--- src/rtl/timer_ctrl_if.sv ---
// CPU-side register bus for timer_ctrl: word-offset address, write strobe/data,
// combinational read data and the interrupt line towards hwint.
interface timer_ctrl_if;
    logic [1:0]  addr;
    logic        we;
    logic [31:0] din;
    logic [31:0] dout;
    logic        irq;

    modport master (output addr, output we, output din, input dout, input irq);
    modport slave  (input addr, input we, input din, output dout, output irq);
endinterface

--- src/rtl/timer_ctrl.sv ---
// Countdown timer with one-shot / auto-reload modes and a maskable interrupt.
// Reads are zero latency; writes apply at the edge they are presented; no backpressure.
module timer_ctrl #(
    parameter logic [31:0] PRESET_RST = 32'h0000_0000
) (
    input  logic        clk,
    input  logic        reset,
    timer_ctrl_if.slave bus
);

    typedef enum logic [1:0] {S_IDLE, S_LOAD, S_CNT, S_INT} state_t;

    localparam logic [1:0] MODE_AUTO = 2'b01;

    state_t      r_state;
    logic [3:0]  r_ctrl;
    logic [31:0] r_preset;
    logic [31:0] r_count;
    logic        r_irq_flag;

    state_t      w_state_nxt;
    logic [31:0] w_count_nxt;
    logic        w_flag_nxt;
    logic        w_en_clr;
    logic        w_wr_ctrl;
    logic        w_wr_preset;

    assign w_wr_ctrl   = bus.we && (bus.addr == 2'd0);
    assign w_wr_preset = bus.we && (bus.addr == 2'd1);

    always_comb begin
        w_state_nxt = r_state;
        w_count_nxt = r_count;
        w_flag_nxt  = r_irq_flag;
        w_en_clr    = 1'b0;
        case (r_state)
            S_IDLE: begin
                if (r_ctrl[0])
                    w_state_nxt = S_LOAD;
            end
            S_LOAD: begin
                w_count_nxt = r_preset;
                w_state_nxt = S_CNT;
            end
            S_CNT: begin
                if (!r_ctrl[0]) begin
                    w_state_nxt = S_IDLE;
                end else if (r_count > 32'd1) begin
                    w_count_nxt = r_count - 32'd1;
                end else begin
                    // PRESET of 0 lands here too, so it behaves exactly like 1
                    w_count_nxt = 32'd0;
                    w_flag_nxt  = 1'b1;
                    w_state_nxt = S_INT;
                end
            end
            S_INT: begin
                if (r_ctrl[2:1] == MODE_AUTO) begin
                    w_flag_nxt  = 1'b0;
                    w_state_nxt = S_LOAD;
                end else begin
                    w_en_clr    = 1'b1;
                    w_state_nxt = S_IDLE;
                end
            end
            default: w_state_nxt = S_IDLE;
        endcase
    end

    always_ff @(posedge clk) begin
        if (!reset) begin
            r_state    <= S_IDLE;
            r_ctrl     <= 4'd0;
            r_preset   <= PRESET_RST;
            r_count    <= 32'd0;
            r_irq_flag <= 1'b0;
        end else begin
            r_state <= w_state_nxt;
            r_count <= w_count_nxt;
            // A CPU write to CTRL or PRESET acknowledges the interrupt, even on the edge it fires
            r_irq_flag <= (w_wr_ctrl || w_wr_preset) ? 1'b0 : w_flag_nxt;
            if (w_wr_ctrl)
                r_ctrl <= bus.din[3:0];
            else if (w_en_clr)
                r_ctrl[0] <= 1'b0;
            if (w_wr_preset)
                r_preset <= bus.din;
        end
    end

    always_comb begin
        bus.dout = 32'd0;
        case (bus.addr)
            2'd0:    bus.dout = {28'd0, r_ctrl};
            2'd1:    bus.dout = r_preset;
            2'd2:    bus.dout = r_count;
            default: bus.dout = 32'd0;
        endcase
    end

    assign bus.irq = r_irq_flag & r_ctrl[3];

endmodule

--- src/flat_wrapper.sv ---
// flat-port wrapper written by rule: the top's interface ports become plain ports
module timer_ctrl_flat 
#(
    parameter logic [31:0] PRESET_RST = 32'h0000_0000
)
  (clk, reset, bus_addr, bus_we, bus_din, bus_dout, bus_irq);
  timer_ctrl_if bus_i ();
  input  logic clk;
  input  logic reset;
  input wire logic [$bits(bus_i.addr)-1:0] bus_addr;
  input wire logic [$bits(bus_i.we)-1:0] bus_we;
  input wire logic [$bits(bus_i.din)-1:0] bus_din;
  output wire logic [$bits(bus_i.dout)-1:0] bus_dout;
  output wire logic [$bits(bus_i.irq)-1:0] bus_irq;
  assign bus_i.addr = bus_addr;
  assign bus_i.we = bus_we;
  assign bus_i.din = bus_din;
  assign bus_dout = bus_i.dout;
  assign bus_irq = bus_i.irq;
  timer_ctrl #(.PRESET_RST(PRESET_RST)) u_core (.clk(clk), .reset(reset), .bus(bus_i));
endmodule
--- config.mk ---
export PLATFORM = sky130hd
export DESIGN_NAME = timer_ctrl_flat
export DESIGN_NICKNAME = d
export VERILOG_FILES = /design/src/rtl/timer_ctrl_if.sv /design/src/rtl/timer_ctrl.sv /design/src/flat_wrapper.sv
export SDC_FILE = /design/constraint.sdc
export NUM_CORES = 1
export LEC_CHECK = 0
export CELL_PAD_IN_SITES_DETAIL_PLACEMENT = 0
export CELL_PAD_IN_SITES_GLOBAL_PLACEMENT = 2
export CORE_MARGIN = 5
export CORE_UTILIZATION = 30
export CTS_CLUSTER_SIZE = 30
export DETAILED_ROUTE_END_ITERATION = 10
export PLACE_DENSITY_LB_ADDON = 0.1
export SKIP_LAST_GASP = 1
export SLEW_MARGIN = 20
export SYNTH_ARGS = -nofsm -noshare
export SYNTH_HDL_FRONTEND = slang
export SYNTH_SLANG_ARGS = --single-unit
--- constraint.sdc ---
create_clock -name clk -period 3 [get_ports clk]
set_input_delay 0.6 -clock clk [delete_from_list [all_inputs] [get_ports clk]]
set_output_delay 0.6 -clock clk [all_outputs]
set_load 0.02 [all_outputs]
==> key figures <==
Outcome
  • Status: complete, no violations

Routing
  • Mean number of vias per cell: 5.417
  • Drt pass-1 iters: 4
  • Initial DRC Count: 274
  • Vias: 4,231
  • Post-route ant nets: 0
  • DRC violations left: 0
  • Wirelength per Cell: approximately 18 µm
  • Routed wire length: 14,420 µm

Pwr
  • VDD IR max: 230.2 µV
  • Leak Pwr: 2.519 nW
  • Tot Pwr: about 2.3 mW
  • Power Density: 429.8 nW/µm²

Die
  • Rows: 42
  • I/O pin total: 70
  • Starting density of the core: 0.3064
  • DIE HEIGHT: about 130 µm
  • Die Wd: 126.3 µm
  • DIE AREA: 15,950 µm²
  • Core area: 13,240 µm²

Yosys
  • Ys flop type: dfxtp_1
  • Mapped cell area: about 4100 µm²
  • Largest area contributor in the netlist: dfxtp_1
  • FF+latch count, synth: 71
  • Synth cell types: 58
  • Synth top area cells: dfxtp_1 35%, nand2_1 9.6%, a21oi_1 7.3%, a22o_1 6.0%, clkbuf_1 4.3%
  • Synth Area in Compound Gates: 0.2821
  • Post-Synth Simple-Gate Area: 0.2649
  • Main combinational cell family by area after synthesis: compound AO/OA/AOI/OAI gates
  • Synth top area share: 0.3503
  • Warnings from Yosys: 0
  • Commonest cells post-synth: 104 x nand2_1, 71 x dfxtp_1, 59 x a21oi_1
  • Asr flop ratio synth: 0
  • Synthesized-area fraction occupied by xor and xnor cells: 0.004317
  • Synthesized instance count: 533
  • Part of the Yosys area used for sequential elements: 0.3503
  • Number of flops mapped to enable cells by yosys: 0
  • Synth Area in Adders: 0.006167
  • Post-synthesis mux area share: 0.02991
  • Post-synth net total: ~570
  • Syn_area_per_cell: 7.613 µm²
  • Most common cell in the netlist: nand2_1

Global route
  • Met3 Track Usage GR: 0.03657
  • GRT Max-Usage Layer: met2
  • Vias in the first global route: between 4,000 and 5,000
  • Antenna violations before repair: 0
  • Total gr overflow: 0
  • Met2 usage: 0.2754
  • Pin count of the biggest net entering global routing: 35
  • GRT Total Usage: 0.1795
  • M1 GR Usage: 0.2509
  • First-pass GRT wire length: 23,020 µm

Timing
  • Relative slew margins: 0.6137
  • Max frequency: 368.9 MHz
  • Hold Slack: between 400 and 500 ps
  • Final Hold Fails: 0
  • Worst slew pin tran: around 580 ps
  • RSZ-0062 raised after global routing: no
  • # setup viols final: 0
  • Final period util: 0.9036
  • Final Max Tran Viols: 0
  • Final Critical Period: 2711 ps
  • Setup Skew: 6.474 ps

CTS
  • Root Buffer Master: clkbuf_16
  • Clk_lat worst skew: 340 ps
  • CTS buffer count: 9
  • Worst-path clk slew: 50 ps
  • H-tree depth: 3
  • Setup Buffers After CTS: 0
  • Hold_buf cts: 0
  • CTS tree: built
  • Sink Count: 71
  • Clock Path Buffers: 2

Min path
  • Hold Path Class: reg -> reg

Layout
  • Fill count: roughly 1,400
  • Count of non-filler cells in the finished layout: 781
  • Final Util: 0.4119
  • Design Area, Final: 5455 µm²
  • Share of post-route cells with drive strength above 1: 0.1107
  • Syn-to-layout area delta: 34.44%
  • Nets: around 640
  • Antenna Cells: 0

Placed design
  • Port Buffers: a little under 70
  • Post-DP HPWL: just over 10,000 µm
  • Total placed cells including tap cells: roughly 770
  • Placed Area: 5091 µm²
  • Gpl congestion: 0.8647

Flow run
  • MaxCap Viol Count: 0

Setup path
  • Setup crit end kind: output pin
  • Worst EP required: 2400 ps
  • Worst Path Arrival: 2110 ps
  • Slowest stage delay, CP: 560 ps
  • CP max-delay cell: clkdlybuf4s50_1
  • CP Class: in -> out
  • Cells along the critical path: clkdlybuf4s50_1 > nor2b_2 > buf_12 > a22o_1 > dlygate4sd2_1
  • Startpoint Class: primary input
  • Crit path max fanout: 28
==> flip-flops by register name, indices dropped and copies added, names as in the netlist <==
signal             count
u_core.r_irq_flag      1
u_core.r_count        32
u_core.r_preset       32
u_core.r_state         2
u_core.r_ctrl          4
==> per-layer routing <==
layer / part of all wire / vias to the layer above
li1: - / 2116
met1: 0.50 / 2012
met2: 0.44 / 90
met3: 0.043 / 13
met4: 0.016 / 0
met5: 0 / -
==> worst paths after layout <==
check / slack, ps / cells past startpoint / from / to
max: 290 / 5 / bus_addr[1] / bus_dout[8]
min: 470 / 2 / u_core.r_preset[5] / u_core.r_preset[5]
max reg2reg: 410 / 5 / u_core.r_count[4] / u_core.r_count[29]
min reg2reg: 470 / 2 / u_core.r_preset[5] / u_core.r_preset[5]
==> worst max-delay path, delay by kind of cell <==
kind	cells	cell delay [ps]
AO/OA/AOI/OAI	1	180
buffers and inverters	3	1100
AND/OR/NAND/NOR	1	220
==> cells in the final DEF (no fill, tap or decap), types with 12 or more instances in the layout <==
| cell | n |
|---|---|
| a31oi_1 | 13 |
| buf_4 | 39 |
| a21oi_1 | 59 |
| a22o_1 | 28 |
| nand3_1 | 23 |
| nand2_1 | 104 |
| nor3_1 | 12 |
| nor2_1 | 17 |
| dlymetal6s2s_1 | 30 |
| nor4_1 | 15 |
| clkdlybuf4s50_1 | 37 |
| dfxtp_1 | 71 |
==> cells by family (layout without fill, tap and decap cells) <==
| kind of cell | after synthesis | in the layout |
|---|---|---|
| compound gates | 167 | 167 |
| fa+ha+maj | 2 | 2 |
| buf+inv | 59 | 131 |
| xor+xnor | 2 | 2 |
| flops | 71 | 71 |
| simple gates | 220 | 220 |
| mux | 12 | 12 |
==> timing repair <==
action | in CTS | in global routing
resized for setup | 2 | 30
hold endpoints to repair | 0 | 0
endpoints found under the setup margin | 2 | 30
==> layout make-up <==
class | instances | area, µm² | share of cell area
tap | 176 | 220.2 | 0.04037
multi-input combinational | 403 | 2391 | 0.4383
inverter | 4 | 15.01 | 0.002752
clock buffer | 12 | 246.5 | 0.04518
clock inverter | 4 | 45.04 | 0.008257
sequential | 71 | 1421 | 0.2605
timing repair buffer | 111 | 1116 | 0.2046
==> where the power goes <==
group	leakage, nW	switching (mW)	internal, mW	total, mW
Combinational	1.80	0.168	0.132	0.300
Sequential	0.574	0.0177	0.962	0.980
Clock	0.146	0.403	0.662	1.07
==> metrics by stage <==
step / TNS, ps / setup slack, ps
after floorplan: 0 / 364.1
after global placement: 0 / 12.15
after detailed placement: -1.438 / -1.438
after CTS: 0 / 1.026
after global routing: 0 / 221.1
final: 0 / 289.1
Power figures use the tool's default switching activity.
